`src/rtl/wb_pkg.sv`:
```
// Shared types and constants for the writeback stage: FSM state encoding and
// the conventional result-source indices.
package wb_pkg;

    typedef enum logic [1:0] {
        IDLE     = 2'd0,
        WAIT_MEM = 2'd1,
        WRITE    = 2'd2
    } wb_state_e;

    localparam int SRC_ALU     = 0;
    localparam int SRC_PCPLUS4 = 1;
    localparam int SRC_MEM     = 2;
    localparam int SRC_IO      = 3;

endpackage

```
`src/rtl/wb_src_mux.sv`:
```
// Combinational N-way result-source select; an out-of-range select yields zero.
module wb_src_mux #(
    parameter int DBITS = 32,
    parameter int NSRC  = 4
) (
    input  logic [$clog2(NSRC)-1:0] sel,
    input  logic [NSRC*DBITS-1:0]   src_data,
    output logic [DBITS-1:0]        out_data
);

    always_comb begin
        out_data = '0;
        for (int k = 0; k < NSRC; k++) begin
            if (int'(sel) == k) begin
                out_data = src_data[k*DBITS +: DBITS];
            end
        end
    end

endmodule

```
`src/rtl/writeback_stage.sv`:
```
// Writeback stage: selects a result source (or waits for memory return data) and
// drives a registered register-file write. Define WB_FWD_EN to add forwarding outputs.
module writeback_stage
    import wb_pkg::*;
#(
    parameter int DBITS   = 32,
    parameter int REGBITS = 4,
    parameter int NSRC    = 4,
    parameter int MEM_SRC = SRC_MEM,
    parameter int TIMEOUT = 16,
    parameter int SELBITS = $clog2(NSRC)
) (
    input  logic                  clk,
    input  logic                  reset,
    input  logic                  in_valid,
    output logic                  in_ready,
    input  logic [SELBITS-1:0]    in_sel,
    input  logic                  in_we,
    input  logic [REGBITS-1:0]    in_dst,
    input  logic [NSRC*DBITS-1:0] src_data,
    input  logic                  mem_rvalid,
    input  logic [DBITS-1:0]      mem_rdata,
    output logic                  wr_en,
    output logic [REGBITS-1:0]    wr_addr,
    output logic [DBITS-1:0]      wr_data,
    output logic                  err
`ifdef WB_FWD_EN
    ,
    output logic                  fwd_valid,
    output logic [REGBITS-1:0]    fwd_addr,
    output logic [DBITS-1:0]      fwd_data,
    output logic                  fwd_pending
`endif
);

    localparam int MUXSEL  = $clog2(NSRC);
    localparam int CNTBITS = $clog2(TIMEOUT + 1);

    wb_state_e          state;
    logic [CNTBITS-1:0] wait_cnt;
    logic [REGBITS-1:0] pend_dst;
    logic               pend_we;
    logic [DBITS-1:0]   mux_data;
    logic               accept;
    logic               sel_bad;
    logic               sel_mem;

    assign in_ready = (state != WAIT_MEM);
    assign accept   = in_valid && in_ready;
    assign sel_bad  = int'(in_sel) >= NSRC;
    assign sel_mem  = int'(in_sel) == MEM_SRC;

    wb_src_mux #(
        .DBITS(DBITS),
        .NSRC (NSRC)
    ) u_src_mux (
        .sel     (in_sel[MUXSEL-1:0]),
        .src_data(src_data),
        .out_data(mux_data)
    );

    // wr_addr/wr_data only move on an actual write so they hold between strobes.
    always_ff @(posedge clk or posedge reset) begin
        if (reset) begin
            state    <= IDLE;
            wr_en    <= 1'b0;
            wr_addr  <= '0;
            wr_data  <= '0;
            err      <= 1'b0;
            wait_cnt <= '0;
            pend_dst <= '0;
            pend_we  <= 1'b0;
        end else begin
            wr_en <= 1'b0;
            err   <= 1'b0;
            unique case (state)
                IDLE, WRITE: begin
                    if (!accept) begin
                        state <= IDLE;
                    end else if (sel_bad) begin
                        err   <= 1'b1;
                        state <= IDLE;
                    end else if (sel_mem) begin
                        pend_dst <= in_dst;
                        pend_we  <= in_we;
                        wait_cnt <= '0;
                        state    <= WAIT_MEM;
                    end else begin
                        wr_en <= in_we;
                        if (in_we) begin
                            wr_addr <= in_dst;
                            wr_data <= mux_data;
                        end
                        state <= WRITE;
                    end
                end
                WAIT_MEM: begin
                    if (mem_rvalid) begin
                        wr_en <= pend_we;
                        if (pend_we) begin
                            wr_addr <= pend_dst;
                            wr_data <= mem_rdata;
                        end
                        state <= WRITE;
                    end else if (wait_cnt == CNTBITS'(TIMEOUT - 1)) begin
                        err      <= 1'b1;
                        wait_cnt <= '0;
                        state    <= IDLE;
                    end else begin
                        wait_cnt <= wait_cnt + CNTBITS'(1);
                    end
                end
                default: state <= IDLE;
            endcase
        end
    end

`ifdef WB_FWD_EN
    assign fwd_valid   = wr_en;
    assign fwd_addr    = wr_addr;
    assign fwd_data    = wr_data;
    assign fwd_pending = (state == WAIT_MEM);
`endif

endmodule

```
`config.mk`:
```
export PLATFORM = sky130hd
export DESIGN_NAME = writeback_stage
export DESIGN_NICKNAME = d
export VERILOG_FILES = /design/src/rtl/wb_pkg.sv /design/src/rtl/wb_src_mux.sv /design/src/rtl/writeback_stage.sv
export SDC_FILE = /design/constraint.sdc
export NUM_CORES = 1
export LEC_CHECK = 0
export CORE_UTILIZATION = 32
export DETAILED_ROUTE_END_ITERATION = 8
export GPL_TIMING_DRIVEN = 1
export PLACE_DENSITY = 0.78
export SYNTH_ARGS = -nofsm -noshare
export SYNTH_HDL_FRONTEND = slang
export SYNTH_SLANG_ARGS = --single-unit
```
`constraint.sdc`:
```
create_clock -name clk -period 1.6 [get_ports clk]
set_clock_uncertainty 0.2 [all_clocks]
set_input_delay 0.16 -clock clk [delete_from_list [all_inputs] [get_ports clk]]
set_output_delay 0.16 -clock clk [all_outputs]
set_load 0.1 [all_outputs]
```
==> key figures <==
Run status
  – Status: complete, but fails checks
  – Violated checks: negative hold slack, negative setup slack

Power
  – Flop pwr share: 0.285
  – VDD IR-drop max: 0.7578 mV
  – Static Leakage: 0.002316 uW
  – Sw Share: 0.4663
  – Relative contribution of the clock network to total power: 0.118
  – Cell Pwr Density: 1149 nW/um^2
  – Internal cell power: 3368 uW
  – Comb power frac: 0.596
  – Total power of the final layout: between 6000 and 7000 uW
  – Reported net switching power: 2943 uW

Timing
  – Setup repair after global routing missed its margin: true
  – Maximum operating frequency: 0.5965 GHz
  – Final hold violation count: 1
  – Worst-case hold slack: -0.08332 ps
  – Minimum period implied by the final worst setup slack: 1676 ps
  – Portion of the clock cycle consumed by the worst path in the final layout: 1.048
  – Worst Max-Slew Pin Slew: 720.6 ps
  – Final worst-path setup slack: -76.41 ps
  – Headroom to the max-slew limit: 0.5185
  – Final setup fails: 45
  – Number of max-slew violations in the final report: 0

Setup path
  – Count of cells along the worst register-to-register path: 4
  – Launch instance of the worst register-to-register path: state[0]
  – Reg-to-reg endpoint: pend_dst[3]
  – Setup slack, reg-to-reg: -80 ps
  – Kind of launch point of the worst setup path: flop
  – Slowest library cell on the worst path: sky130_fd_sc_hd__dfrtp_1
  – WS Path Type: flop to flop
  – Highest net fanout along the worst path: 4
  – Crit-path max cell delay: 380 ps
  – Data arrival time of the worst path: about 1700 ps
  – Dominant cell type by count on the critical path: sky130_fd_sc_hd__buf_4
  – Critical-path cell list: buf_4 -> nor4bb_4 -> buf_4 -> mux2_2
  – Capturing element type of the critical path: flop
  – Required time at the worst-slack endpoint: 1590 ps

Layout
  – Share of final-layout standard cells stronger than drive strength 1: 0.2368
  – Antenna fix cells: 0
  – Final net count: 644
  – Util after Layout: 0.6266
  – Synthesis-to-layout area growth: 88.13%
  – Design Area, Final: 5492 sq um

Routing
  – First drt pass iteration count: 4
  – Number of nets with antenna violations after detailed routing: 0
  – Total via count in the routed design: 3010
  – Final Routed Wirelength: 9727 um
  – Detailed Route Iter0 Violations: 76
  – Per-cell routed wire length: 16.74 um
  – Detail-routed via count per cell: 5.181
  – Count of unresolved DRC violations after routing: 0

Clock tree
  – Maximum clock path buffer count: 2
  – CTS tree: built
  – CTS H-tree lvls: 2
  – CTS root buffer: sky130_fd_sc_hd__clkbuf_8
  – Clk sink count: 50
  – Clock buffers created by TritonCTS: 5
  – Worst skew pair latency: approximately 300 ps
  – Worst-path clk slew: 90 ps
  – Number of hold-repair buffers added at the cts stage: 0

Global route
  – Number of antenna violations at the first check in global routing: 0
  – Pin count of the biggest net entering global routing: 51
  – GR Util met3: 0.03453
  – Number of global-route vias before repair: 3143
  – Total overflow reported by the global router: 0
  – Overall Global Routing Usage: 0.2019
  – Wire length of the first global-routing pass: 15480 um
  – Met1 routing resource usage after global routing: 0.2369
  – Most utilized layer in the global route result: met2
  – Met2 global-route usage: 0.3792

Floorplan
  – Starting density of the core: 0.3331
  – Floorplan die area: 9508 sq um
  – Floorplan Core Area: 8763 sq um
  – # rows: 34
  – Die span in y: about 100 um
  – Width of the die: 97.51 um
  – I/O pins: 210

Place
  – Placement-stage cell area: 5321 sq um
  – DP Wirelength: 7505 um
  – Number of port buffers: about 180
  – Routability-driven placement congestion ratio: about 0.80

Synthesis
  – Most frequently used flop master after synthesis: sky130_fd_sc_hd__dfrtp_1
  – Total of warnings raised by yosys: 0
  – Syn Nets: 462
  – Count of unique library cells instantiated by Yosys: 35
  – Gate count after technology mapping: 290
  – Number of synthesized register bits: 50
  – Async set or reset register ratio after synthesis: 1.000
  – Largest area contributor in the synthesized netlist: sky130_fd_sc_hd__dfrtp_1
  – Register area share after synthesis: 0.4286
  – Synthesized area: 2919 sq um
  – Largest cells by area after synthesis: sky130_fd_sc_hd__dfrtp_1 43%, sky130_fd_sc_hd__a221o_1 9.6%, sky130_fd_sc_hd__mux2_2 8.1%, sky130_fd_sc_hd__o21ai_0 7.0%, sky130_fd_sc_hd__mux2_4 5.7%
  – Synth top area share: 0.4286
  – Synthesized area per cell: ~10 sq um
  – Number of synthesized flops with an enable pin: 0

Worst hold path
  – Kind of path behind the tightest hold check: input pin to async pin

Run
  – Number of max-cap violations: 0
-- cells by family after synthesis --
family / synth area share
AOI/OAI and AO/OA: 0.2529
and+or+nand+nor: 0.08745
buffers and inverters: 0.05443
adders and majority gates: 0.004286
DFF: 0.4286
muxes: 0.1723
-- per-stage QoR --
step,setup TNS (ps),std cells,hold slack [ps],worst slack [ps]
after CTS,-1821,581,14.29,-67.15
after global placement,-5121,567,232.9,-195.7
after floorplan,0,290,33.47,1.238
after detailed placement,-7196,567,234.5,-224.4
final,-1648,581,-0.08332,-76.41
after global routing,-4786,581,28.26,-155.3
-- power by group through the flow --
stage / logic (uW) / registers (uW) / clock network [uW]
final: 3760 / 1800 / 746
after global routing: 3900 / 1840 / 831
after CTS: 3780 / 1810 / 761
after detailed placement: 3740 / 1830 / 0
after global placement: 3700 / 1810 / 0
after floorplan: 582 / 3320 / 0
-- cells in the final DEF (no fill, tap or decap), types with 2 or more instances in the layout --
cell,n
sky130_fd_sc_hd__buf_2,2
sky130_fd_sc_hd__buf_4,14
sky130_fd_sc_hd__nand3_1,6
sky130_fd_sc_hd__mux2_4,14
sky130_fd_sc_hd__nand2_1,39
sky130_fd_sc_hd__mux2_2,18
sky130_fd_sc_hd__a221o_1,28
sky130_fd_sc_hd__o21ai_1,38
sky130_fd_sc_hd__a32o_1,2
sky130_fd_sc_hd__clkdlybuf4s50_1,136
sky130_fd_sc_hd__nor3_1,2
sky130_fd_sc_hd__buf_12,48
sky130_fd_sc_hd__inv_2,2
sky130_fd_sc_hd__o21ai_0,32
sky130_fd_sc_hd__o211ai_1,4
sky130_fd_sc_hd__inv_1,2
sky130_fd_sc_hd__nand2b_1,3
sky130_fd_sc_hd__dfrtp_1,50
sky130_fd_sc_hd__clkbuf_8,5
sky130_fd_sc_hd__mux2i_1,9
-- final cells by class --
cell class              count  area [sq um]
clock buffers               5         68.82
repair buffers            201          2449
flip-flops and latches     50          1251
multi-input cells         210          1551
inverters                   4         15.01
fillers                   720          3272
well taps                 108         135.1
clock inverters             3         21.27
-- per-layer routing --
metal	wire, um	share of wire
met5	0	0
met3	480	0.049
met2	5128	0.53
met4	139	0.014
met1	3979	0.41
-- worst max-delay path, delay by kind of cell (launching register included) --
family / cells / cell delay, ps
buffers and inverters: 2 / 340
DFF: 1 / 380
and+or+nand+nor: 1 / 320
muxes: 1 / 320
-- sequential cells by signal, summed over array words and instances (netlist names) --
| name | flops |
|---|---|
| wr_en | 1 |
| err | 1 |
| wr_data | 32 |
| wr_addr | 4 |
| wait_cnt | 5 |
| pend_we | 1 |
| pend_dst | 4 |
| state | 2 |
-- synthesized netlist by cell type (2+ instances only) --
cell type	count
sky130_fd_sc_hd__inv_1	4
sky130_fd_sc_hd__o21ai_0	41
sky130_fd_sc_hd__mux2_4	11
sky130_fd_sc_hd__dfrtp_1	50
sky130_fd_sc_hd__nand2_1	39
sky130_fd_sc_hd__mux2_2	21
sky130_fd_sc_hd__buf_2	15
sky130_fd_sc_hd__nor3_1	2
sky130_fd_sc_hd__mux2i_1	9
sky130_fd_sc_hd__o21ai_1	29
sky130_fd_sc_hd__buf_6	3
sky130_fd_sc_hd__clkbuf_1	5
sky130_fd_sc_hd__nand2b_1	3
sky130_fd_sc_hd__a221o_1	28
sky130_fd_sc_hd__a32o_1	2
sky130_fd_sc_hd__nand3_1	6
sky130_fd_sc_hd__o211ai_1	4
-- repair_timing --
action                     CTS  global route
gates cloned                 1             0
resized for setup           12             8
setup endpoints to repair   38            48
buffers inserted             5             0
pin swaps                    2             2
-- worst max-delay path by stage --
stage | start | end | slack, ps | depth (start not counted)
final | state[0] | pend_dst[3] | -80 | 4
after global placement | in_valid | pend_dst[1] | -200 | 4
after global routing | state[1] | wr_data[13] | -160 | 5
after floorplan | state[0] | wr_data[22] | 1 | 6
after detailed placement | in_valid | wait_cnt[2] | -220 | 5
after CTS | state[0] | wr_data[4] | -70 | 6
No activity file was read; power rests on OpenSTA's default activity.
